## src/rtl/snk68_input_pkg.sv

```systemverilog
// ---------------------------------------------------------------------------
// snk68_input_pkg
//  Shared types and helpers for the SNK68 input-conditioning blocks.
//  - rot_state_t : rotary auto-repeat controller states
//  - dir_t       : resolved rotate direction (two raw levels -> one request)
//  - ms_div      : system clocks per millisecond, used to size the prescaler
//  - decode_dir  : maps raw {cw, ccw} to a direction; both pressed means none
// ---------------------------------------------------------------------------
package snk68_input_pkg;

  typedef enum logic [1:0] {IDLE, DEBOUNCE, PRESS, REPEAT} rot_state_t;

  typedef enum logic [1:0] {NONE, CW, CCW} dir_t;

  function automatic int ms_div(input int clk_hz);
    return clk_hz / 1000;
  endfunction

  // Conflicting requests (both buttons) cancel out rather than picking a winner.
  function automatic dir_t decode_dir(input logic cw, input logic ccw);
    case ({cw, ccw})
      2'b10:   return CW;
      2'b01:   return CCW;
      default: return NONE;
    endcase
  endfunction

endpackage

```

## src/rtl/snk68_ms_tick.sv

```systemverilog
// ---------------------------------------------------------------------------
// snk68_ms_tick
//  Free-running millisecond prescaler. Counts 0..DIV-1 and raises tick for
//  one cycle while sitting at the terminal count. hold freezes the count and
//  masks the tick, so everything timed from it pauses cleanly.
//  Ports:
//   clk_sys  in  system clock
//   reset_n  in  asynchronous active-low reset
//   hold     in  1 = freeze count, no tick
//   tick     out one-cycle pulse once per DIV unheld cycles
// ---------------------------------------------------------------------------
module snk68_ms_tick #(
  parameter int DIV = 72_000
) (
  input  logic clk_sys,
  input  logic reset_n,
  input  logic hold,
  output logic tick
);

  localparam int PW = (DIV > 1) ? $clog2(DIV) : 1;
  localparam logic [PW-1:0] TERM = PW'(DIV - 1);

  logic [PW-1:0] count;

  always_ff @(posedge clk_sys or negedge reset_n) begin
    if (!reset_n) begin
      count <= '0;
    end else if (!hold) begin
      count <= (count == TERM) ? '0 : count + PW'(1);
    end
  end

  // Combinational so the consumer acts on the same edge the prescaler wraps.
  assign tick = !hold && (count == TERM);

endmodule

```

## src/rtl/rotary_autorepeat.sv

```systemverilog
// ---------------------------------------------------------------------------
// rotary_autorepeat
//  Conditions the raw rotate-button levels for the SNK68 rotary joystick
//  emulation: synchronise, debounce, resolve direction, then emit one-cycle
//  step pulses with a typematic delay followed by a steady repeat rate.
//  Ports:
//   clk_sys   in  system clock
//   reset_n   in  asynchronous active-low reset
//   pause     in  1 = freeze prescaler, counters and state; no pulses
//   cw_in     in  raw clockwise request level (asynchronous)
//   ccw_in    in  raw anticlockwise request level (asynchronous)
//   step_cw   out one-cycle pulse: advance one position clockwise
//   step_ccw  out one-cycle pulse: advance one position anticlockwise
//   busy      out 1 while a direction is held and accepted (PRESS/REPEAT)
// ---------------------------------------------------------------------------
module rotary_autorepeat
  import snk68_input_pkg::*;
#(
  parameter int CLK_HZ      = 72_000_000,
  parameter int DEBOUNCE_MS = 5,
  parameter int DELAY_MS    = 250,
  parameter int REPEAT_MS   = 60
) (
  input  logic clk_sys,
  input  logic reset_n,
  input  logic pause,
  input  logic cw_in,
  input  logic ccw_in,
  output logic step_cw,
  output logic step_ccw,
  output logic busy
);

  localparam int MAX_AB = (DEBOUNCE_MS > DELAY_MS) ? DEBOUNCE_MS : DELAY_MS;
  localparam int MAX_MS = (MAX_AB > REPEAT_MS) ? MAX_AB : REPEAT_MS;
  localparam int CNT_W  = $clog2(MAX_MS + 1);

  localparam logic [CNT_W-1:0] DEB_LAST = CNT_W'(DEBOUNCE_MS - 1);
  localparam logic [CNT_W-1:0] DLY_LAST = CNT_W'(DELAY_MS - 1);
  localparam logic [CNT_W-1:0] RPT_LAST = CNT_W'(REPEAT_MS - 1);

  if (CLK_HZ < 1000 || DEBOUNCE_MS < 1 || DELAY_MS < 1 || REPEAT_MS < 1) begin : g_bad_params
    $error("rotary_autorepeat: CLK_HZ must give >= 1 cycle/ms and all *_MS must be non-zero");
  end

  logic cw_meta, cw_sync;
  logic ccw_meta, ccw_sync;
  logic tick;
  dir_t dir;

  rot_state_t       state;
  dir_t             cand;
  logic [CNT_W-1:0] ms_count;

  // Two-flop synchronisers on the raw button levels.
  always_ff @(posedge clk_sys or negedge reset_n) begin
    if (!reset_n) begin
      cw_meta  <= 1'b0;
      cw_sync  <= 1'b0;
      ccw_meta <= 1'b0;
      ccw_sync <= 1'b0;
    end else begin
      cw_meta  <= cw_in;
      cw_sync  <= cw_meta;
      ccw_meta <= ccw_in;
      ccw_sync <= ccw_meta;
    end
  end

  assign dir = decode_dir(cw_sync, ccw_sync);

  snk68_ms_tick #(
    .DIV(ms_div(CLK_HZ))
  ) u_ms_tick (
    .clk_sys(clk_sys),
    .reset_n(reset_n),
    .hold   (pause),
    .tick   (tick)
  );

  // Controller. Any disagreement between the live direction and the latched
  // candidate drops straight back to IDLE and takes priority over a pulse that
  // would otherwise fire on the same edge, so a release never produces a late
  // step and a reversal always has to re-qualify through DEBOUNCE.
  // While paused the whole controller holds; only the pulses are cleared.
  always_ff @(posedge clk_sys or negedge reset_n) begin
    if (!reset_n) begin
      state    <= IDLE;
      cand     <= NONE;
      ms_count <= '0;
      step_cw  <= 1'b0;
      step_ccw <= 1'b0;
      busy     <= 1'b0;
    end else if (pause) begin
      step_cw  <= 1'b0;
      step_ccw <= 1'b0;
    end else begin
      step_cw  <= 1'b0;
      step_ccw <= 1'b0;
      case (state)
        IDLE: begin
          if (dir != NONE) begin
            state    <= DEBOUNCE;
            cand     <= dir;
            ms_count <= '0;
          end
        end
        DEBOUNCE: begin
          if (dir != cand) begin
            state    <= IDLE;
            ms_count <= '0;
          end else if (tick) begin
            if (ms_count == DEB_LAST) begin
              state    <= PRESS;
              ms_count <= '0;
              busy     <= 1'b1;
              step_cw  <= (cand == CW);
              step_ccw <= (cand == CCW);
            end else begin
              ms_count <= ms_count + CNT_W'(1);
            end
          end
        end
        PRESS: begin
          if (dir != cand) begin
            state    <= IDLE;
            ms_count <= '0;
            busy     <= 1'b0;
          end else if (tick) begin
            if (ms_count == DLY_LAST) begin
              state    <= REPEAT;
              ms_count <= '0;
              step_cw  <= (cand == CW);
              step_ccw <= (cand == CCW);
            end else begin
              ms_count <= ms_count + CNT_W'(1);
            end
          end
        end
        REPEAT: begin
          if (dir != cand) begin
            state    <= IDLE;
            ms_count <= '0;
            busy     <= 1'b0;
          end else if (tick) begin
            if (ms_count == RPT_LAST) begin
              ms_count <= '0;
              step_cw  <= (cand == CW);
              step_ccw <= (cand == CCW);
            end else begin
              ms_count <= ms_count + CNT_W'(1);
            end
          end
        end
        default: begin
          state    <= IDLE;
          ms_count <= '0;
          busy     <= 1'b0;
        end
      endcase
    end
  end

endmodule

```

## config.mk

```make
export PLATFORM = sky130hd
export DESIGN_NAME = rotary_autorepeat
export DESIGN_NICKNAME = d
export VERILOG_FILES = /design/src/rtl/snk68_input_pkg.sv /design/src/rtl/snk68_ms_tick.sv /design/src/rtl/rotary_autorepeat.sv
export SDC_FILE = /design/constraint.sdc
export NUM_CORES = 1
export LEC_CHECK = 0
export ABC_CLOCK_PERIOD_IN_PS = 3700
export CORE_ASPECT_RATIO = 2
export CORE_MARGIN = 8
export CORE_UTILIZATION = 60
export DETAILED_ROUTE_END_ITERATION = 8
export PLACE_DENSITY = 0.86
export REMOVE_ABC_BUFFERS = 1
export SYNTH_ARGS = -nofsm -noshare
export SYNTH_HDL_FRONTEND = slang
export SYNTH_SLANG_ARGS = --single-unit
```

## constraint.sdc

```tcl
create_clock -name clk_sys -period 3.7 [get_ports clk_sys]
set_input_delay 0.74 -clock clk_sys [delete_from_list [all_inputs] [get_ports clk_sys]]
set_output_delay 0.74 -clock clk_sys [all_outputs]
set_load 0.02 [all_outputs]
```

==> results.md <==
* Yosys cell types at 47
* VDD IR max at 0.399 mV
* Final Worst Setup Slack at 1.44 ns
* Slowest-stage cell, CP: clkdlybuf4s50_1
* Fin crit share at 0.610
* Area Overhead vs Synth at 8.86%
* Clock power share at 0.268
* Worst-skew pair later-pin latency at 0.29 ns
* Final ANT Viol Nets at 0
* Die area at 5380 um^2
* Total power per unit cell area at 504 nW/um^2
* Top FF cell, synth: dfrtp_1
* Worst-margin pin slew at 0.643 ns
* Maximum fanout along the worst path at 17
* Detail Placement HPWL at 2900 um
* Diodes inserted at 0
* Worst Skew at 0.00750 ns
* Hold depth at 0
* Worst r2r src: ms_count[0]
* Initial antenna violation count at 0
* Total number of yosys warnings at 0
* Hold worst-path end: cw_sync
* P_sw at 337 uW
* Post-placement cell count at 219
* DR pass1 iterations at 4
* Initial core utilization at 0.615
* Fin. max-slew vios at 0
* Final cell count without fillers at 227
* Cell-by-cell trace of the critical path: clkdlybuf4s50_1 > a21oi_1 > o31ai_4 > a21o_2 > a22o_1
* Root Buffer Master: clkbuf_8
* Leak pwr at 0.000930 uW
* Via count at 1434
* Largest net degree at the start of global routing at 37
* # rows at 29
* First-pass GRT wire length at 6350 um
* DR DRC count at 0
* CTS Buf Count at 5
* Postcts setup bufs at 0
* Post-Synthesis Cells at 184
* Slowest stage delay, CP at 0.68 ns
* Place WS at 1.14 ns
* Hold Path Origin: cw_meta
* Slew margin rel. at 0.571
* Worst Path Arrival at 2.44 ns
* Layout cells sized above 1 at 0.128
* Global-route usage over all layers at 0.149
* Critical Path RT at 3.88 ns
* Via density at 6.32
* R2R Setup Slk at 1.46 ns
* Async set-reset flop share out of synthesis at 1.00
* Min cycle time layout at 2.26 ns
* Setup TNS at 0 ns
* RR Endpoint: ms_count[0]
* RSZ-0062 raised after global routing: no
* DR WL/cell at 16.7 um
* Worst Hold Class: reg -> reg
* H-Tree Depth at 2
* Crit. End Element: flip-flop
* Max clock buf depth at 2
* Die Height at 96.0 um
* DRT iter0 DRCs at 39
* Layout Utilization at 0.670
* CTS clk-pin slew, worst paths at 0.07 ns
* Final Wtd Congestion at 0.937
* Final Setup Violations at 0
* Top Ports at 8
* Core area at 3120 um^2
* Power Internal at 716 uW
* PortBufs at 7
* Status: completed
* CTS Hold Bufs at 0
* WHS at 0.349 ns
* CP Class: in -> reg
* Final #Nets at 206
* FF-to-FF path depth at 7
* Net Sw Frac at 0.320
* Die Wd at 56.0 um
* Sequential share of the synthesized area at 0.469
* Overall routed net length at 3800 um
* CTS resizes at 0
* Syn avg cell area at 10.4 um^2
* FF+latch count, synth at 36
* Power share of the combinational group at 0.244
* CTS tree: yes
* Achievable Freq at 443 MHz
* # clock sinks at 36
* Max-cap violation count at 0
* EDFF count, synth at 0
* Sequential cell fraction of total power at 0.488
* GRT overflow at 0
* Hold Violations, Final at 0
* Crit path launch type: input pin
* Synthesized area at 1920 um^2
* Vias in the first global route at 1486
==> final cells by class <==
| cell class | count | area (um^2) |
|---|---|---|
| Clock buffer | 8 | 90.1 |
| Fill cell | 239 | 1030 |
| Inverter | 8 | 30.0 |
| Multi-Input combinational cell | 136 | 953 |
| Sequential cell | 36 | 901 |
| Tap cell | 31 | 38.8 |
| Timing Repair Buffer | 8 | 77.6 |
==> how the worst max path moves through the flow <==
stage                             from          end  slack [ns]  cells after the start
finish                           pause  ms_count[4]        1.44                      5
global route                     pause  ms_count[4]        1.30                      5
CTS                              pause  ms_count[4]        1.46                      5
detailed placement               pause  ms_count[4]        1.14                      5
global placement                 pause  ms_count[6]        1.26                      5
floorplan           u_ms_tick.count[7]  ms_count[6]        1.69                      5
==> logic make-up after synthesis <==
family | synth area share
flops | 0.469
mux | 0.0176
xor+xnor | 0.0684
buf+inv | 0.0345
compound gates | 0.134
simple gates | 0.237
fa+ha+maj | 0.0391
==> routing by layer <==
layer,global-route usage,part of all wire,vias to the layer above
met5,0,0,-
met4,0.115,0.034,0
li1,-,-,677
met3,0.0343,0.033,12
met1,0.119,0.36,713
met2,0.296,0.58,32
==> power groups by stage <==
| stage | clock [uW] | combinational [uW] | sequential (uW) |
|---|---|---|---|
| after floorplan | 0 | 199 | 502 |
| after global placement | 0 | 240 | 510 |
| after detailed placement | 0 | 257 | 518 |
| after CTS | 289 | 258 | 512 |
| after global routing | 302 | 282 | 521 |
| final | 282 | 257 | 514 |
==> through the flow <==
step / power [uW] / instance area (um^2)
after global routing: 1110 / 2090
after floorplan: 700 / 1880
after detailed placement: 775 / 2000
after CTS: 1060 / 2090
final: 1050 / 2090
after global placement: 750 / 2000
==> critical path, delay by kind of cell <==
kind            cells  cell delay [ns]
buf+inv             1             0.68
compound gates      4             1.02
==> cell usage after synthesis (2+ instances only) <==
| cell | number | area share |
|---|---|---|
| nor4_1 | 4 | 0.013 |
| nand4b_1 | 4 | 0.018 |
| nand2_1 | 11 | 0.021 |
| mux2_2 | 3 | 0.018 |
| a21o_1 | 2 | 0.0078 |
| o31ai_1 | 4 | 0.016 |
| nor3_1 | 3 | 0.0078 |
| nand2b_1 | 3 | 0.0098 |
| nand4_1 | 3 | 0.0098 |
| a21oi_1 | 6 | 0.016 |
| xor2_1 | 4 | 0.018 |
| o21ai_0 | 4 | 0.010 |
| nor2b_1 | 2 | 0.0065 |
| a21o_2 | 4 | 0.018 |
| inv_1 | 8 | 0.016 |
| ha_1 | 6 | 0.039 |
| dfrtp_1 | 36 | 0.47 |
| and3_1 | 3 | 0.0098 |
| a22o_1 | 5 | 0.023 |
| a31oi_1 | 2 | 0.0065 |
| nor2_1 | 20 | 0.039 |
| xnor2_1 | 11 | 0.050 |
| nand3_1 | 11 | 0.029 |
| or2_2 | 2 | 0.0065 |
==> placed cells by master (no fill, tap or decap), drive strengths merged, types with 3 or more instances in the layout <==
cell type,count
dfrtp,36
nor2,20
nand3,11
xnor2,11
nand2,11
inv,8
clkbuf,8
clkdlybuf4s50,7
a21oi,6
ha,6
a22o,6
a21o,6
nor4,5
o31ai,5
nand4b,4
o21ai,4
xor2,4
and3,4
nand4,3
nand2b,3
mux2,3
nor3,3
nor2b,3
==> sequential cells by signal, indices dropped and copies added, names as in the netlist <==
register	count
busy	1
cand	2
ccw_meta	1
ccw_sync	1
cw_meta	1
cw_sync	1
ms_count	8
state	2
step_ccw	1
step_cw	1
u_ms_tick.count	17
(Power assumes the default switching activity.)
